## src/rtl/sfu_pool_v2_if.sv

```systemverilog
// Control/data bundle for the SFU pooling stage.
// The master drives the qualifiers and psum_in; the slave returns psum_out, out_valid_o and sat_o.
interface sfu_pool_v2_if #(
  parameter int col     = 8,
  parameter int psum_bw = 16
);
  logic                     valid_i;
  logic                     acc_i;
  logic                     flush_i;
  logic                     psum_bypass_i;
  logic                     relu_en_i;
  logic                     max_pool_en_i;
  logic [psum_bw*col-1:0]   psum_in;
  logic [psum_bw*col-1:0]   psum_out;
  logic                     out_valid_o;
  logic                     sat_o;

  modport master (
    output valid_i, acc_i, flush_i, psum_bypass_i, relu_en_i, max_pool_en_i, psum_in,
    input  psum_out, out_valid_o, sat_o
  );

  modport slave (
    input  valid_i, acc_i, flush_i, psum_bypass_i, relu_en_i, max_pool_en_i, psum_in,
    output psum_out, out_valid_o, sat_o
  );
endinterface

```

## src/rtl/sfu_pool_v2.sv

```systemverilog
// Per-channel saturating accumulator with bypass, ReLU and optional POOL_K-window max pooling.
// Results are registered; sat_o is sticky until reset.
module sfu_pool_v2 #(
  parameter int col     = 8,
  parameter int psum_bw = 16,
  parameter int POOL_K  = 2
) (
  input  logic         clk,
  input  logic         reset,
  sfu_pool_v2_if.slave bus
);
  localparam int CW = (POOL_K > 1) ? $clog2(POOL_K) : 1;
  localparam logic signed [psum_bw-1:0] S_MAX = {1'b0, {(psum_bw-1){1'b1}}};
  localparam logic signed [psum_bw-1:0] S_MIN = {1'b1, {(psum_bw-1){1'b0}}};

  // Returns {clamped, value}: sum formed one bit wider, then clamped to the signed range.
  function automatic logic [psum_bw:0] sat_add(input logic signed [psum_bw-1:0] a,
                                               input logic signed [psum_bw-1:0] b);
    logic [psum_bw:0] s;
    s = {a[psum_bw-1], a} + {b[psum_bw-1], b};
    if (s[psum_bw] != s[psum_bw-1])
      sat_add = {1'b1, (s[psum_bw] ? S_MIN : S_MAX)};
    else
      sat_add = {1'b0, s[psum_bw-1:0]};
  endfunction

  logic signed [psum_bw-1:0] acc_q [col];
  logic signed [psum_bw-1:0] max_q [col];
  logic [CW-1:0]             cnt_q;
  logic [psum_bw*col-1:0]    psum_q;
  logic [psum_bw*col-1:0]    out_next;
  logic                      out_valid_q;
  logic                      sat_q;
  logic [col-1:0]            sat_vec;

  logic produce, pool_on, win_first, win_last, acc_upd, sat_any;

  assign produce   = bus.valid_i & (bus.psum_bypass_i | bus.flush_i);
  assign pool_on   = bus.max_pool_en_i;
  assign win_first = (cnt_q == '0);
  assign win_last  = (cnt_q == CW'(POOL_K - 1));
  assign acc_upd   = bus.valid_i & ~bus.psum_bypass_i;
  assign sat_any   = acc_upd & bus.acc_i & (|sat_vec);

  for (genvar c = 0; c < col; c++) begin : g_ch
    logic signed [psum_bw-1:0] in_c, v_raw, v_c, mx_c;
    logic [psum_bw:0]          sa;

    assign in_c  = bus.psum_in[c*psum_bw +: psum_bw];
    assign sa    = sat_add(acc_q[c], in_c);
    assign v_raw = bus.psum_bypass_i ? in_c : (bus.acc_i ? sa[psum_bw-1:0] : acc_q[c]);
    assign v_c   = (bus.relu_en_i && v_raw[psum_bw-1]) ? '0 : v_raw;
    assign mx_c  = (max_q[c] > v_c) ? max_q[c] : v_c;
    assign sat_vec[c] = sa[psum_bw];
    // Window close only happens with cnt_q > 0, so max_q already holds the earlier results.
    assign out_next[c*psum_bw +: psum_bw] = pool_on ? mx_c : v_c;

    always_ff @(posedge clk) begin
      if (reset) begin
        acc_q[c] <= '0;
        max_q[c] <= '0;
      end else begin
        if (acc_upd) begin
          if (bus.flush_i)    acc_q[c] <= '0;
          else if (bus.acc_i) acc_q[c] <= sa[psum_bw-1:0];
        end
        if (produce && pool_on)
          max_q[c] <= win_first ? v_c : mx_c;
      end
    end
  end

  always_ff @(posedge clk) begin
    if (reset) begin
      cnt_q       <= '0;
      psum_q      <= '0;
      out_valid_q <= 1'b0;
      sat_q       <= 1'b0;
    end else begin
      out_valid_q <= 1'b0;
      if (sat_any) sat_q <= 1'b1;
      if (bus.valid_i) begin
        if (!pool_on) cnt_q <= '0;
        if (produce) begin
          if (!pool_on || win_last) begin
            psum_q      <= out_next;
            out_valid_q <= 1'b1;
            cnt_q       <= '0;
          end else begin
            cnt_q <= cnt_q + CW'(1);
          end
        end
      end
    end
  end

  assign bus.psum_out    = psum_q;
  assign bus.out_valid_o = out_valid_q;
  assign bus.sat_o       = sat_q;
endmodule

```

## src/flat_wrapper.sv

```systemverilog
// flat-port wrapper written by rule: the top's interface ports become plain ports
module sfu_pool_v2_flat 
#(
  parameter int col     = 8,
  parameter int psum_bw = 16,
  parameter int POOL_K  = 2
)
  (clk, reset, bus_valid_i, bus_acc_i, bus_flush_i, bus_psum_bypass_i, bus_relu_en_i, bus_max_pool_en_i, bus_psum_in, bus_psum_out, bus_out_valid_o, bus_sat_o);
  sfu_pool_v2_if #(.col(col), .psum_bw(psum_bw)) bus_i ();
  input  logic clk;
  input  logic reset;
  input wire logic [$bits(bus_i.valid_i)-1:0] bus_valid_i;
  input wire logic [$bits(bus_i.acc_i)-1:0] bus_acc_i;
  input wire logic [$bits(bus_i.flush_i)-1:0] bus_flush_i;
  input wire logic [$bits(bus_i.psum_bypass_i)-1:0] bus_psum_bypass_i;
  input wire logic [$bits(bus_i.relu_en_i)-1:0] bus_relu_en_i;
  input wire logic [$bits(bus_i.max_pool_en_i)-1:0] bus_max_pool_en_i;
  input wire logic [$bits(bus_i.psum_in)-1:0] bus_psum_in;
  output wire logic [$bits(bus_i.psum_out)-1:0] bus_psum_out;
  output wire logic [$bits(bus_i.out_valid_o)-1:0] bus_out_valid_o;
  output wire logic [$bits(bus_i.sat_o)-1:0] bus_sat_o;
  assign bus_i.valid_i = bus_valid_i;
  assign bus_i.acc_i = bus_acc_i;
  assign bus_i.flush_i = bus_flush_i;
  assign bus_i.psum_bypass_i = bus_psum_bypass_i;
  assign bus_i.relu_en_i = bus_relu_en_i;
  assign bus_i.max_pool_en_i = bus_max_pool_en_i;
  assign bus_i.psum_in = bus_psum_in;
  assign bus_psum_out = bus_i.psum_out;
  assign bus_out_valid_o = bus_i.out_valid_o;
  assign bus_sat_o = bus_i.sat_o;
  sfu_pool_v2 #(.col(col), .psum_bw(psum_bw), .POOL_K(POOL_K)) u_core (.clk(clk), .reset(reset), .bus(bus_i));
endmodule
```

## config.mk

```make
export PLATFORM = sky130hd
export DESIGN_NAME = sfu_pool_v2_flat
export DESIGN_NICKNAME = d
export VERILOG_FILES = /design/src/rtl/sfu_pool_v2_if.sv /design/src/rtl/sfu_pool_v2.sv /design/src/flat_wrapper.sv
export SDC_FILE = /design/constraint.sdc
export NUM_CORES = 2
export LEC_CHECK = 0
export BUFFER_PORTS_ARGS = -buffer_cell sky130_fd_sc_hd__buf_4
export CAP_MARGIN = 15
export CORE_MARGIN = 1
export CORE_UTILIZATION = 40
export CTS_CLUSTER_SIZE = 10
export DETAILED_ROUTE_END_ITERATION = 8
export PLACE_DENSITY_LB_ADDON = 0.12
export SETUP_SLACK_MARGIN = 0.15
export SLEW_MARGIN = 10
export SYNTH_ARGS = -nofsm -noshare
export SYNTH_HDL_FRONTEND = slang
export SYNTH_SLANG_ARGS = --single-unit
```

## constraint.sdc

```tcl
create_clock -name clk -period 9.7 [get_ports clk]
set_clock_uncertainty 0.2 [all_clocks]
set_input_delay 1.94 -clock clk [delete_from_list [all_inputs] [get_ports clk]]
set_output_delay 1.94 -clock clk [all_outputs]
set_load 0.01 [all_outputs]
```

======== Word-level counts from Yosys, hierarchy flattened ========
Memory sizes are Yosys's and may differ from the RTL's.
Index checks and enable logic that the tools add are counted.
word-level totals
  bits in writable memories ............... 256
  memories kept ........................... 2
  output and inout port bits .............. 130
  input port bits ......................... 136
  register bits after elaboration ......... 131
memories
  name          words  width  read ports  clocked after Yosys merged registers in  write ports  line               RTL
  u_core.acc_q  8      16     8           0                                        8            sfu_pool_v2.sv:27  logic signed [psum_bw-1:0] acc_q [col];
  u_core.max_q  8      16     8           0                                        8            sfu_pool_v2.sv:28  logic signed [psum_bw-1:0] max_q [col];
operators by class
  eq/ne operators ......................... 9
  muxes and demuxes ....................... 106
  $lt $le $gt $ge ......................... 8
  reduce and logical (&&, ||, !) cells .... 15
  add/sub/neg operators ................... 9
  bitwise gates (word level) .............. 32
operators by type and width
  cell                                                             count
  16-bit 2-to-1 mux                                                80
  16-bit by 16-bit adder with 17-bit output                        8
  17-bit 2-to-1 mux                                                8
  16-bit > comparator                                              8
  1-bit bitwise OR                                                 25
  1-bit 2-to-1 mux                                                 18
  1-bit logical AND                                                9
  1-bit != test                                                    8
  8-bit OR reduction                                               1
  1-bit bitwise AND                                                4
  1-bit inverter                                                   3
  3-bit AND reduction                                              1
  3-bit OR reduction                                               1
  2-bit by 1-bit != test with 1-bit output, second input constant  1
  2-bit AND reduction                                              1
  1-bit adder, second input constant                               1
  1-bit logical NOT                                                1
  1-bit logical OR                                                 1

======== Logic depth before layout (Yosys ltp) ========
  depth after elaboration ................. 11
  gate-level depth with buffers ........... 30
  depth with buffers taken out ............ 28

======== Worst setup path after synthesis ========
No wires, ideal clock.
  path kind ............................... input to register
  from .................................... input port bus_psum_in[3]
  to ...................................... memory u_core.max_q[0][15], data pin
  arrival time ............................ 7.082 ns
  stages on the path ...................... 30
  setup time .............................. 0.266 ns
  path slack .............................. 2.152 ns
  cells stage by stage .................... ha_1 nand3_1 o22ai_1 a211oi_1 o41ai_1 a21o_1 a21oi_1 xnor2_1 inv_1 ha_1 nor2_1 nand2_1 o21ai_0 o21ai_0 nand2_1 clkbuf_1 o221ai_1 a21oi_1 inv_1 ha_1 o21ai_0 a21oi_1 nor3_1 o21bai_1 a211oi_1 mux2_2 nand3_1 clkbuf_1 mux2i_1 nor2_1
RTL lines
  item                line                RTL
  start: declaration  flat_wrapper.sv:18  input wire logic [$bits(bus_i.psum_in)-1:0] bus_psum_in;
  end: declaration    sfu_pool_v2.sv:28

==> impl.org <==
** Power and ir drop
- Lkg Pwr :: 14.1 nW
- Power spread over the standard cell area amounts to 165 mW/mm^2.
- Across the VDD grid, the largest voltage drop is 0.000125 V.

** Layout
- Cells fill 47.3% of the core in the end.
- The sequential cells in the finished layout cover a total of 0.0103 mm^2.
- Compared with the post-synthesis result, the final layout area differs by 16.1%.
- Final standard cell count with taps included and fillers excluded :: 4331
- The layout has 6786 filler cells.
- In the final layout, the multi-input gates occupy 0.0170 mm^2.
- After the last flow step, the layout net total stands at 3755.
- Of the cells placed in the final design, the portion with a size suffix greater than 1 is 13.7%.

** Synthesis
- Number of warning messages in the yosys log :: 0
- Yosys cell types :: 102
- Per-instance average area after synthesis :: 8.96 um^2
- When the netlist entered floorplanning its net count stood at 3548.
- Count of flip-flops with a built-in enable after synthesis :: 256
- Synthesized cell area :: 0.0282 mm^2
- Counting flops and latches in the post-synthesis netlist gives 387.
- Post-synthesis sequential area ratio :: 36.6%
- After synthesis, the share of flip-flops with an asynchronous set or reset is 0%.
- Main flop type after synthesis :: sky130_fd_sc_hd__edfxtp_1
- Counting every instance in the synthesized netlist gives 3146.

** Global routing
- Entering global routing, the biggest net connects 72 pins.
- Wire length of the first global-routing pass :: 152000 um
- Across every metal layer, demand over resource in global routing totals 27.5%.
- The initial antenna violation count came to 20.
- Total grt overflow :: 0
- Number of global-route vias before repair :: 25400

** Detailed routing
- Once detail routing completed, the nets flagged for antenna violations numbered 0.
- Overall via count from detail_route :: 26400
- DRC viols :: 0
- The first TritonRoute pass finished after 6 iterations.
- Total wire length after detailed routing :: 101000 um
- Via-per-instance ratio :: 6.10
- After detailed routing, the average wire length per cell comes to 23.4 um.
- Number of violations reported at the end of detailed-routing iteration 0 :: 2404

** Placed design
- Including well taps, the total number of placed cells is 4231.
- Placed wire-length estimate after detailed placement :: 72300 um
- OpenSTA, run right after detailed placement, puts the worst setup slack at 1030 ps.
- Number of port buffers :: 265
- At the end of routability-driven placement, the weighted congestion stood at 0.913.

** STA
- Slew at the pin with the worst max-slew slack :: 1170 ps
- Fin crit period :: 8230 ps
- Hold WS :: 273 ps
- The number of slew-limit violations in the final report came to 0.
- Maximum clock frequency :: 122 MHz
- Normalized max-slew margin :: 21.5%
- Final count of hold timing violations :: 0
- Setup violations remaining at the end of the flow were counted as 0.
- After layout, the worst path uses 84.8% of the clock period.
- Setup repair after global routing left no endpoint under its margin.
- Setup ws final :: 1470 ps
- In the final timing run, aggregate negative setup slack is 0 ps.

** Die
- The die covers 0.0716 mm^2.
- Initial Utilization :: 40.8%
- In this run the core area contains 96 standard-cell rows.
- The core region is 0.0692 mm^2.
- The floorplan step set the die width to 268 um.
- Number of ports placed on the die boundary :: 266
- Height of the die :: 268 um

** Clocking
- Later-pin clock latency in the skew report :: 630 ps
- TritonCTS clock tree :: done
- In this run the deepest clock path goes through 3 buffers.
- Clock tree synthesis inserted a total of 51 buffers.
- Post-CTS repair changed the size of 0 cells.
- CTS Hold Bufs :: 0
- Post-CTS timing repair inserted 0 buffers for setup.
- Cell at the root of the clock tree :: sky130_fd_sc_hd__clkbuf_16
- The clock tree synthesis step divided the H-tree into 2 levels.
- Clock tree sinks :: 387
- Clock-pin slew was measured on the worst setup and hold paths at 60 ps.

** Job
- Max-cap violation count :: 0

** Min path
- Cell depth of the worst hold path :: 2
- The tightest min-delay check is of the register to register type.
- For hold timing, the worst endpoint is u_core.bus.psum_out[43]$_SDFFE_PP0P_.
- Min-delay src :: u_core.bus.psum_out[43]$_SDFFE_PP0P_

** Worst setup path
- Classification of the worst setup path :: input port to register
- Depth of the worst register-to-register path :: 29
- Slowest cell delay on critical path :: 610 ps
- Among all stages on the critical path, the largest delay is contributed by sky130_fd_sc_hd__o41ai_1.
- The setup check on the worst reg-to-reg path leaves a slack of 2480 ps.
- Data on the critical path arrives at its endpoint at 8400 ps.
- STA classifies the critical path endpoint as a register.
- Together, buffers and inverters on the worst path number 4.
- Data required time at the worst endpoint :: 9870 ps
- The worst register-to-register path begins at u_core.acc_q[0][3]$_SDFFCE_PN0P_.
- In this run the worst path has a maximum fanout of 13.
- Cell family contributing the most delay on the critical path :: compound AO/OA/AOI/OAI gates
- STA classifies the critical path startpoint as an input port.
- Capturing point of the worst reg2reg path :: u_core.max_q[0][4]$_SDFFCE_PN0P_

** Run status
- Result of the run :: completed
-- tightest hold or removal path, cell delays in order, from the launching register on --
cell,delay [ps]
sky130_fd_sc_hd__dfxtp_1,330
sky130_fd_sc_hd__a222oi_1,70
sky130_fd_sc_hd__inv_1,50
-- power breakdown --
group / internal, mW / total (mW) / switching, mW / leakage (nW)
Clock: 1.11 / 1.91 / 0.797 / 0.813
Sequential: 1.87 / 1.94 / 0.0720 / 3.77
Combinational: 0.580 / 1.56 / 0.983 / 9.56
Total: 3.56 / 5.41 / 1.85 / 14.1
-- final cells by class --
class,count,area share [%]
Sequential cell,387,31.5
Tap cell,931,3.56
Clock inverter,13,0.332
Multi-Input combinational cell,2516,51.9
Antenna cell,4,0.0306
Inverter,98,1.13
Clock buffer,83,4.70
Timing Repair Buffer,299,6.86
-- cells by family after synthesis --
logic type      Yosys count  share of synthesized area [%]
xor+xnor                 93                           2.89
fa+ha+maj               275                           12.3
simple gates           1004                           16.5
compound gates         1117                           27.3
mux                      27                          0.972
buf+inv                 243                           3.39
flops                   387                           36.6
-- cells in the mapped netlist, drive strengths merged (16+ instances only) --
| cell | count | area share, % |
|---|---|---|
| nand2 | 317 | 4.2 |
| nor2 | 312 | 4.2 |
| a21oi | 278 | 5.0 |
| ha | 258 | 11 |
| edfxtp | 256 | 27 |
| o21ai | 186 | 3.3 |
| dfxtp | 131 | 9.3 |
| clkbuf | 115 | 1.5 |
| a21o | 102 | 2.7 |
| inv | 98 | 1.3 |
| nand3 | 66 | 1.2 |
| a22o | 65 | 2.0 |
| o211ai | 64 | 1.8 |
| xnor2 | 60 | 1.9 |
| a211oi | 55 | 1.5 |
| and2 | 50 | 1.1 |
| nor3 | 50 | 0.92 |
| o22ai | 44 | 0.98 |
| and3 | 39 | 0.87 |
| a221o | 38 | 1.3 |
| a31oi | 37 | 0.97 |
| nand2b | 36 | 0.80 |
| o21a | 34 | 0.91 |
| xor2 | 33 | 1.0 |
| a22oi | 31 | 0.83 |
| buf | 30 | 0.55 |
| nand4 | 28 | 0.62 |
| o31ai | 27 | 0.79 |
| or2 | 26 | 0.58 |
| mux2i | 24 | 0.85 |
| nor2b | 23 | 0.51 |
| or3 | 22 | 0.49 |
| o221ai | 16 | 0.52 |
-- cells in the final DEF (no fill, tap or decap), types with 60 or more instances in the layout --
cell type                    n
sky130_fd_sc_hd__nand2_1   313
sky130_fd_sc_hd__nor2_1    306
sky130_fd_sc_hd__buf_4     298
sky130_fd_sc_hd__a21oi_1   276
sky130_fd_sc_hd__ha_1      258
sky130_fd_sc_hd__edfxtp_1  256
sky130_fd_sc_hd__o21ai_0   170
sky130_fd_sc_hd__dfxtp_1   131
sky130_fd_sc_hd__a21o_1    102
sky130_fd_sc_hd__inv_1      96
sky130_fd_sc_hd__a22o_1     65
sky130_fd_sc_hd__nand3_1    64
sky130_fd_sc_hd__o211ai_1   61
sky130_fd_sc_hd__xnor2_1    60
-- through the flow --
step                area [um^2]  total power, mW
floorplan                 28200             3.02
global placement          31100             3.49
detailed placement        31100             3.51
CTS                       32700             5.43
global route              32800             5.67
finish                    32800             5.41
-- layer usage --
layer	GRT usage [%]	vias to the layer above	share of wire, %
met5	0	-	0.18
met4	7.66	28	2.7
met3	5.17	189	7.0
met2	45.6	940	46
met1	36.5	12800	44
li1	-	12400	-
-- worst max-delay path by stage --
stage | endpoint | slack, ps | cells after the start | startpoint
5_1_grt | u_core.max_q[0][1]$_SDFFCE_PN0P_ | 1160 | 30 | bus_psum_in[3]
4_1_cts | u_core.max_q[0][4]$_SDFFCE_PN0P_ | 1700 | 30 | bus_psum_in[3]
6_report | u_core.max_q[0][4]$_SDFFCE_PN0P_ | 1470 | 30 | bus_psum_in[3]
2_1_floorplan | u_core.max_q[0][15]$_SDFFCE_PN0P_ | 2150 | 30 | bus_psum_in[3]
3_5_place_dp | u_core.max_q[0][4]$_SDFFCE_PN0P_ | 1030 | 30 | bus_psum_in[3]
3_3_place_gp | u_core.max_q[0][4]$_SDFFCE_PN0P_ | 1200 | 30 | bus_psum_in[3]
-- registers in the layout, indices dropped and copies added, names as in the netlist --
signal and count:
u_core.bus.sat_o 1, u_core.bus.out_valid_o 1, u_core.acc_q 128, u_core.max_q 128
u_core.bus.psum_out 128, u_core.cnt_q 1
Note: power is estimated with default switching activity, not from simulation.
